<file path="config.mk">
export PLATFORM = sky130hd
export DESIGN_NAME = spi_master_flat
export DESIGN_NICKNAME = d
export VERILOG_FILES = /design/src/rtl/spi_master_if.sv /design/src/rtl/spi_master.sv /design/src/flat_wrapper.sv
export SDC_FILE = /design/constraint.sdc
export NUM_CORES = 1
export LEC_CHECK = 0
export CORE_MARGIN = 5
export CORE_UTILIZATION = 40
export DETAILED_ROUTE_END_ITERATION = 16
export PLACE_DENSITY_LB_ADDON = 0.08
export SYNTH_ARGS = -nofsm -noshare
export SYNTH_HDL_FRONTEND = slang
export SYNTH_SLANG_ARGS = --single-unit
</file>
<file path="constraint.sdc">
create_clock -name clk_in -period 2.45 [get_ports clk_in]
set_clock_uncertainty 0.2 [all_clocks]
set_input_delay 0.49 -clock clk_in [delete_from_list [all_inputs] [get_ports clk_in]]
set_output_delay 0.49 -clock clk_in [all_outputs]
set_load 0.05 [all_outputs]
</file>
<file path="src/rtl/spi_master_if.sv">
// Sequencer-side bus of the mode-3 SPI master: request/ready handshake plus
// right-aligned transmit word, bit count and received word.
interface spi_master_if;
  logic        spi_request;
  logic        spi_ready;
  logic [5:0]  spi_nbits;
  logic [31:0] spi_mosi_data;
  logic [31:0] spi_miso_data;

  modport master (
    output spi_request,
    output spi_nbits,
    output spi_mosi_data,
    input  spi_ready,
    input  spi_miso_data
  );

  modport slave (
    input  spi_request,
    input  spi_nbits,
    input  spi_mosi_data,
    output spi_ready,
    output spi_miso_data
  );
endinterface

</file>
<file path="src/rtl/spi_master.sv">
// SPI mode-3 (CPOL=1, CPHA=1) master: one MSB-first full-duplex transfer of
// 1..32 bits per request, chip select held low for the whole transfer.
module spi_master #(
  parameter int unsigned CLK_DIV = 4
) (
  input  logic        clk_in,
  input  logic        nrst,
  spi_master_if.slave bus,
  output logic        spi_csn,
  output logic        spi_sck,
  output logic        spi_mosi,
  input  logic        spi_miso
);

  localparam logic [7:0] DIV_LAST = 8'(CLK_DIV - 1);

  typedef enum logic [2:0] {
    S_IDLE,
    S_LEAD,
    S_LOW,
    S_HIGH,
    S_TRAIL,
    S_GAP,
    S_DONE
  } state_t;

  state_t      r_state, w_state;
  logic [7:0]  r_divCnt, w_divCnt;
  logic [5:0]  r_bitCnt, w_bitCnt;
  logic [31:0] r_txShift, w_txShift;
  logic [31:0] r_rxShift, w_rxShift;
  logic [31:0] r_misoData, w_misoData;
  logic        r_csn, w_csn;
  logic        r_sck, w_sck;
  logic        r_mosi, w_mosi;
  logic        r_ready, w_ready;
  logic [4:0]  w_lastIdx;
  logic        w_phaseEnd;

  // Bit counts above 32 collapse to a full 32-bit word.
  assign w_lastIdx  = bus.spi_nbits[5] ? 5'd31 : bus.spi_nbits[4:0];
  assign w_phaseEnd = (r_divCnt == DIV_LAST);

  always_ff @(posedge clk_in or negedge nrst) begin
    if (!nrst) begin
      r_state    <= S_IDLE;
      r_divCnt   <= '0;
      r_bitCnt   <= '0;
      r_txShift  <= '0;
      r_rxShift  <= '0;
      r_misoData <= '0;
      r_csn      <= 1'b1;
      r_sck      <= 1'b1;
      r_mosi     <= 1'b0;
      r_ready    <= 1'b1;
    end else begin
      r_state    <= w_state;
      r_divCnt   <= w_divCnt;
      r_bitCnt   <= w_bitCnt;
      r_txShift  <= w_txShift;
      r_rxShift  <= w_rxShift;
      r_misoData <= w_misoData;
      r_csn      <= w_csn;
      r_sck      <= w_sck;
      r_mosi     <= w_mosi;
      r_ready    <= w_ready;
    end
  end

  always_comb begin
    w_state    = r_state;
    w_bitCnt   = r_bitCnt;
    w_txShift  = r_txShift;
    w_rxShift  = r_rxShift;
    w_misoData = r_misoData;
    w_csn      = r_csn;
    w_sck      = r_sck;
    w_mosi     = r_mosi;
    w_ready    = r_ready;
    w_divCnt   = (w_phaseEnd || r_state == S_IDLE || r_state == S_DONE) ?
                 8'd0 : r_divCnt + 8'd1;

    case (r_state)
      S_IDLE: begin
        if (bus.spi_request) begin
          // Left-justify the word so the first bit to send sits in bit 31.
          w_txShift = bus.spi_mosi_data << (5'd31 - w_lastIdx);
          w_bitCnt  = {1'b0, w_lastIdx} + 6'd1;
          w_rxShift = '0;
          w_ready   = 1'b0;
          w_csn     = 1'b0;
          w_state   = S_LEAD;
        end
      end
      S_LEAD: begin
        if (w_phaseEnd) begin
          w_sck     = 1'b0;
          w_mosi    = r_txShift[31];
          w_txShift = {r_txShift[30:0], 1'b0};
          w_bitCnt  = r_bitCnt - 6'd1;
          w_state   = S_LOW;
        end
      end
      S_LOW: begin
        if (w_phaseEnd) begin
          w_sck     = 1'b1;
          w_rxShift = {r_rxShift[30:0], spi_miso};
          w_state   = S_HIGH;
        end
      end
      S_HIGH: begin
        if (w_phaseEnd) begin
          if (r_bitCnt != 6'd0) begin
            w_sck     = 1'b0;
            w_mosi    = r_txShift[31];
            w_txShift = {r_txShift[30:0], 1'b0};
            w_bitCnt  = r_bitCnt - 6'd1;
            w_state   = S_LOW;
          end else begin
            w_state = S_TRAIL;
          end
        end
      end
      S_TRAIL: begin
        if (w_phaseEnd) begin
          w_csn      = 1'b1;
          w_misoData = r_rxShift;
          w_state    = S_GAP;
        end
      end
      S_GAP: begin
        // The end of the deselect time doubles as the first DONE check.
        if (w_phaseEnd) begin
          if (!bus.spi_request) begin
            w_ready = 1'b1;
            w_state = S_IDLE;
          end else begin
            w_state = S_DONE;
          end
        end
      end
      S_DONE: begin
        if (!bus.spi_request) begin
          w_ready = 1'b1;
          w_state = S_IDLE;
        end
      end
      default: begin
        w_state = S_IDLE;
      end
    endcase
  end

  assign spi_csn           = r_csn;
  assign spi_sck           = r_sck;
  assign spi_mosi          = r_mosi;
  assign bus.spi_ready     = r_ready;
  assign bus.spi_miso_data = r_misoData;

endmodule
</file>
<file path="src/flat_wrapper.sv">
// flat-port wrapper written by rule: the top's interface ports become plain ports
module spi_master_flat 
#(
  parameter int unsigned CLK_DIV = 4
)
  (clk_in, nrst, spi_csn, spi_sck, spi_mosi, spi_miso, bus_spi_request, bus_spi_nbits, bus_spi_mosi_data, bus_spi_ready, bus_spi_miso_data);
  spi_master_if bus_i ();
  input  logic clk_in;
  input  logic nrst;
  output logic spi_csn;
  output logic spi_sck;
  output logic spi_mosi;
  input  logic spi_miso;
  input wire logic [$bits(bus_i.spi_request)-1:0] bus_spi_request;
  input wire logic [$bits(bus_i.spi_nbits)-1:0] bus_spi_nbits;
  input wire logic [$bits(bus_i.spi_mosi_data)-1:0] bus_spi_mosi_data;
  output wire logic [$bits(bus_i.spi_ready)-1:0] bus_spi_ready;
  output wire logic [$bits(bus_i.spi_miso_data)-1:0] bus_spi_miso_data;
  assign bus_i.spi_request = bus_spi_request;
  assign bus_i.spi_nbits = bus_spi_nbits;
  assign bus_i.spi_mosi_data = bus_spi_mosi_data;
  assign bus_spi_ready = bus_i.spi_ready;
  assign bus_spi_miso_data = bus_i.spi_miso_data;
  spi_master #(.CLK_DIV(CLK_DIV)) u_core (.clk_in(clk_in), .nrst(nrst), .bus(bus_i), .spi_csn(spi_csn), .spi_sck(spi_sck), .spi_mosi(spi_mosi), .spi_miso(spi_miso));
endmodule
</file>
==> flow_summary_export.csv, run 1 <==
group,metric,value,unit
run,maxCapViolCount,0,
clock_network,clock_latency,0.41,ns
clock_network,path_clk_slew,0.06,ns
floorplanning,pin_count,78,
sta,finalHoldViolCount,0,
power_and_ir_drop,powerDensity,837.4,mW/mm²
final_layout,layout_commonest_cell,"dfrtp_1",
grt,grt_use_met2,33.22,%
clock_network,htreeDepth,4,
worst_setup_path,worst_ep_arrival_time,2.53,ns
clock_network,cts.sinks,117,
detailed_routing,antenna_left,0,
yosys,ys_warn_count,0,
sta,max_slew_margin,64.84,%
sta,finalMaxSlewViolations,0,
final_layout,n_antenna_cell,0,
sta,fmax,0.4087,GHz
floorplanning,rows,47,
final_layout,multi_input_area,0.003617,mm²
worst_setup_path,cp_data_required_time,2.54,ns
final_layout,drive_above_1_share,28.80,%
worst_setup_path,end_kind,"flop",
floorplanning,die_x,139.8,µm
yosys,synth_edf_count,0,
grt,busiest_layer,"met2",
grt,met3_usage,3.533,%
detailed_routing,drtPass1Iterations,5,
grt,antenna_found_initial,0,
detailed_routing,wl,19920,µm
floorplanning,fp.coreArea,0.01652,mm²
final_layout,fillers,1446,
worst_setup_path,crit_path_cell_trace,"clkdlybuf4s50_1, buf_4, mux4_2, nor2_1, a311oi_1, a221oi_1, o221ai_1, o21a_1",
place,dpl_cell_area,0.008461,mm²
grt,grt_overflow,0,
yosys,syn_area_per_cell,10.49,µm²
yosys,synth.cell_area,0.006735,mm²
worst_setup_path,cp_slowest_cell,"mux4_2",
grt,grt_usage,20.77,%
worst_setup_path,worstPathMaxFanout,5,
worst_setup_path,cp-start-kind,"input pin",
sta,whs,0.2738,ns
place,dp_cells,999,
detailed_routing,vias,5975,
yosys,synth_async_sr_flop_share,100.0,%
worst_setup_path,crit_start,"bus_spi_nbits[1]",
yosys,ys_ff_latch,117,
yosys,synth_ff_type,"dfrtp_1",
sta,min_period,2.447,ns
detailed_routing,drc_errors,0,
grt,grt_max_degree,51,
clock_network,root_buffer,"clkbuf_16",
worst_setup_path,reg2regPathDepth,8,
final_layout,design_area,0.009201,mm²
detailed_routing,drt-initial-drc-count,431,
power_and_ir_drop,power_leakage,4.146,nW
final_layout,final_cell_mix,"dfrtp_1, buf_4, clkdlybuf4s50_1",
power_and_ir_drop,total_power,7.705,mW
floorplanning,die_h,139.8,µm
grt,grtUsageMet1,29.10,%
yosys,ys_seq_area_share,43.53,%
place,place_congestion,0.9684,
hold_path,hold_path.class,"reg2reg",
grt,grt_pass1_vias,6108,
sta,tightest_slew,0.5239,ns
yosys,synth_cell_type_count,59,
floorplanning,start_util,40.76,%
final_layout,final_core_util,55.68,%
clock_network,clockBufferDepth,2,
worst_setup_path,rrSetupSlack,0.14,ns
yosys,synth_cells,642,
hold_path,worst_hold_path.endpoint,"u_core.spi_sck",
hold_path,holdPathStages,2,
hold_path,hp-start,"u_core.spi_sck",
final_layout,final_cells,1036,
place,place_hpwl,14700,µm
floorplanning,die-area,0.01953,mm²
worst_setup_path,critPathKind,"in2reg",
worst_setup_path,r2r-end,"u_core.r_txShift[30]",
sta,finalCritPeriodShare,99.87,%
grt,grt_first_pass_wirelength,33060,µm
power_and_ir_drop,peakVddDrop,0.5766,mV
final_layout,area_growth,36.62,%
detailed_routing,vias_per_cell,5.767,
sta,finalSetupViolations,0,
run_status,status,"finished, final reports clean",
clock_network,tritoncts,"built",
yosys,syn_nets,687,
worst_setup_path,slowest_delay,0.51,ns
worst_setup_path,reg2reg_from,"u_core.r_divCnt[5]",
final_layout,nets,848,
place,port-buffer-count,77,
final_layout,register_area,0.002932,mm²
detailed_routing,wl_per_cell,19.23,µm
clock_network,cts-buffers-inserted,17,
==> cell families (layout without fill, tap and decap cells) <==
logic type	after synthesis	after routing	synth area share, %
buffers and inverters	60	234	4.384
multiplexers	101	101	19.52
flip-flops	117	117	43.53
AND/OR/NAND/NOR	161	161	10.83
XOR/XNOR	11	11	1.430
adder cells (fa/ha/maj)	3	3	0.5574
AO/OA/AOI/OAI	189	189	19.75
==> metal layers <==
layer	vias up	part of all wire, %
li1	2771	-
met1	2958	45
met2	215	48
met3	31	5.6
met4	0	1.7
met5	-	0
==> flip-flops by register name, indices dropped and copies added (netlist names) <==
name / count
u_core.bus.spi_miso_data: 32
u_core.spi_sck: 1
u_core.r_state: 3
u_core.r_rxShift: 32
u_core.r_txShift: 32
u_core.r_bitCnt: 6
u_core.spi_csn: 1
u_core.r_divCnt: 8
u_core.spi_mosi: 1
u_core.bus.spi_ready: 1
==> how the worst max path moves through the flow <==
stage                            to  slack (ns)  cells after the start
4_1_cts                     spi_csn       0.003                      1
2_1_floorplan  u_core.r_txShift[26]        0.02                      7
6_report       u_core.r_txShift[23]       0.003                      8
3_5_place_dp   u_core.r_txShift[10]       -0.62                      8
5_1_grt        u_core.r_txShift[30]      -0.009                      9
3_3_place_gp   u_core.r_txShift[16]       -0.65                      9
==> synthesized netlist by cell type, types with 6 or more instances <==
| cell | instances | area share [%] |
|---|---|---|
| mux2_2 | 39 | 6.5 |
| mux2i_1 | 41 | 6.1 |
| nor2_1 | 59 | 3.3 |
| a22o_1 | 37 | 4.8 |
| o22ai_1 | 6 | 0.56 |
| o211ai_1 | 7 | 0.78 |
| o21ai_0 | 36 | 2.7 |
| a31oi_1 | 13 | 1.2 |
| dfrtp_1 | 114 | 42 |
| nand2_1 | 47 | 2.6 |
| mux4_2 | 20 | 6.7 |
| a211oi_1 | 7 | 0.78 |
| nor3_1 | 7 | 0.52 |
| o22a_1 | 6 | 0.78 |
| buf_2 | 13 | 0.97 |
| nand3_1 | 22 | 1.6 |
| a221oi_1 | 6 | 0.78 |
| a21oi_1 | 32 | 2.4 |
| xor2_1 | 7 | 0.91 |
| and3_1 | 6 | 0.56 |
| inv_1 | 8 | 0.45 |
| clkbuf_1 | 27 | 1.5 |
| a32oi_1 | 11 | 1.4 |
==> metrics by stage <==
stage | TNS [ns] | setup slack (ns)
global route | -0.01251 | -0.009069
detailed placement | -14.13 | -0.6198
floorplan | 0 | 0.02335
global placement | -13.32 | -0.6504
CTS | 0 | 0.003383
finish | 0 | 0.003247
==> layout make-up <==
type | count | area share, %
Multi-Input combinational cell | 465 | 39.31
Sequential cell | 117 | 31.86
Timing Repair Buffer | 194 | 19.25
Clock buffer | 19 | 4.922
Tap cell | 220 | 2.992
Clock inverter | 13 | 1.333
Inverter | 8 | 0.3264
==> worst max-delay path: cells and delay by family <==
| family | cells | cell delay, ns |
|---|---|---|
| mux | 1 | 0.51 |
| buf+inv | 2 | 0.65 |
| compound gates | 4 | 0.79 |
| simple gates | 1 | 0.10 |
==> power by group <==
part	switching, mW	internal [mW]
Clock	0.925	1.46
Sequential	0.295	2.33
Combinational	1.48	1.22
Total	2.70	5.01
==> timing repair <==
| action | CTS | global route |
|---|---|---|
| gates cloned | 0 | 0 |
| hold endpoints to repair | 17 | 0 |
| hold buffers | 1 | 0 |
| resized for setup | 21 | 16 |
| endpoints found under the setup margin | 26 | 29 |
| pin swaps | 5 | 4 |
| setup buffers | 2 | 2 |
Note: power is estimated with default switching activity, not from simulation.
==> run 2, diff against run 1 <==
SKIP_CTS_REPAIR_TIMING = 1   (was not set)
==> flow_summary_export.csv, run 2 (synthesized netlist as in run 1, its figures left out) <==
group,metric,value,unit
clock_network,tritoncts,"built",
place,port-buffer-count,77,
detailed_routing,wl,19970,µm
power_and_ir_drop,power_leakage,4.175,nW
worst_setup_path,critPathKind,"in2reg",
worst_setup_path,cp_slowest_cell,"mux4_2",
sta,min_period,2.450,ns
sta,finalHoldViolCount,0,
final_layout,area_growth,36.49,%
place,dpl_cell_area,0.008461,mm²
power_and_ir_drop,swShare,35.03,%
worst_setup_path,cp-start-kind,"input pin",
place,place_congestion,0.9684,
clock_network,cts.sinks,117,
sta,finalMaxSlewViolations,0,
floorplanning,start_util,40.76,%
power_and_ir_drop,peakVddDrop,0.5759,mV
grt,grt_pass1_vias,6056,
grt,grt_overflow,0,
grt,grt_first_pass_wirelength,32870,µm
worst_setup_path,end_kind,"flop",
clock_network,clock_latency,0.41,ns
floorplanning,die_h,139.8,µm
floorplanning,die_x,139.8,µm
clock_network,htreeDepth,4,
final_layout,n_antenna_cell,0,
place,place_hpwl,14700,µm
power_and_ir_drop,p_seq_share,34.1,%
grt,grt_max_degree,51,
floorplanning,die-area,0.01953,mm²
sta,finalCritPeriodShare,99.98,%
worst_setup_path,worst_ep_arrival_time,2.54,ns
sta,tightest_slew,0.5246,ns
detailed_routing,antenna_left,0,
detailed_routing,drc_errors,0,
place,place_ws,-0.6198,ns
final_layout,layout_commonest_cell,"dfrtp_1",
floorplanning,fp.coreArea,0.01652,mm²
detailed_routing,vias_per_cell,5.742,
sta,max_slew_margin,64.79,%
power_and_ir_drop,power_frac_clock,31.0,%
worst_setup_path,crit_path_cell_trace,"clkdlybuf4s50_1, buf_4, mux4_2, nor2_1, a311oi_1, a221oi_1, o221ai_1, o21a_1",
worst_setup_path,crit_start,"bus_spi_nbits[1]",
clock_network,cts-buffers-inserted,17,
final_layout,final_cell_mix,"dfrtp_1, buf_4, clkdlybuf4s50_1",
final_layout,final_core_util,55.63,%
final_layout,design_area,0.009193,mm²
sta,finalSetupViolations,0,
detailed_routing,vias,5932,
power_and_ir_drop,comb_power_share,35.0,%
floorplanning,rows,47,
power_and_ir_drop,p_int,5.000,mW
clock_network,root_buffer,"clkbuf_16",
run,maxCapViolCount,0,
detailed_routing,wl_per_cell,19.33,µm
grt,antenna_found_initial,0,
power_and_ir_drop,p_switching,2.696,mW
clock_network,path_clk_slew,0.06,ns
run_status,status,"finished, final reports clean",
worst_setup_path,worstPathMaxFanout,5,
detailed_routing,drtPass1Iterations,5,
sta,fmax,0.4082,GHz
sta,postLayoutSetupSlackWorst,0.0004672,ns
worst_setup_path,reg2reg_from,"u_core.r_divCnt[5]",
final_layout,nets,845,
detailed_routing,drt-initial-drc-count,499,
worst_setup_path,cp_data_required_time,2.54,ns
final_layout,drive_above_1_share,28.66,%
grt,grt_usage,20.69,%
hold_path,hold_path.class,"reg2reg",
floorplanning,pin_count,78,
hold_path,hp-start,"u_core.spi_sck",
clock_network,clockBufferDepth,2,
worst_setup_path,slowest_delay,0.51,ns
power_and_ir_drop,powerDensity,837.1,mW/mm²
power_and_ir_drop,total_power,7.696,mW
-- run 2: layout make-up --
type,instances,area [µm²]
inverter,8,30.03
fill,1448,7332
clock inverter,13,122.6
timing repair buffer,191,1759
multi-input combinational,465,3621
clock buffer,19,452.9
tap,220,275.3
sequential,117,2932
-- run 2: path summary, 6_finish.rpt --
check / to / cells past startpoint / slack [ns]
setup / recovery: u_core.r_txShift[23] / 8 / 0.0005
hold / removal: u_core.spi_sck / 2 / 0.27
setup reg to reg: u_core.r_txShift[30] / 8 / 0.15
hold reg to reg: u_core.spi_sck / 2 / 0.27
max in group asynchronous: u_core.spi_csn / 3 / 1.13
min in group asynchronous: u_core.r_divCnt[2] / 2 / 0.31
-- run 2: worst max-delay path, delay by kind of cell --
| family | cells | cell delay [ns] |
|---|---|---|
| AO/OA/AOI/OAI | 4 | 0.80 |
| multiplexers | 1 | 0.51 |
| buffers and inverters | 2 | 0.64 |
| AND/OR/NAND/NOR | 1 | 0.10 |
-- run 2: stage by stage --
step | cells | hold slack (ns) | setup TNS [ns]
floorplan | 642 | -0.005591 | 0
global route | 1033 | 0.2981 | -0.01164
finish | 1033 | 0.2749 | 0
CTS | 1031 | -0.2344 | -1.791
detailed placement | 999 | 0.2021 | -14.13
global placement | 999 | 0.2005 | -13.32
-- run 2: power groups by stage --
stage,registers (mW),logic [mW],clock network (mW)
3_3_place_gp,2.63,2.54,0
3_5_place_dp,2.62,2.58,0
6_report,2.62,2.69,2.38
2_1_floorplan,2.59,1.55,0
4_1_cts,2.60,2.59,2.43
5_1_grt,2.66,2.94,2.53
-- run 2: metal layers --
metal	vias up	global-route usage [%]	wire (µm)
met1	2960	28.88	9069
met2	185	33.32	9603
met4	0	5.864	316
li1	2765	-	-
met5	-	0	0
met3	22	3.533	976
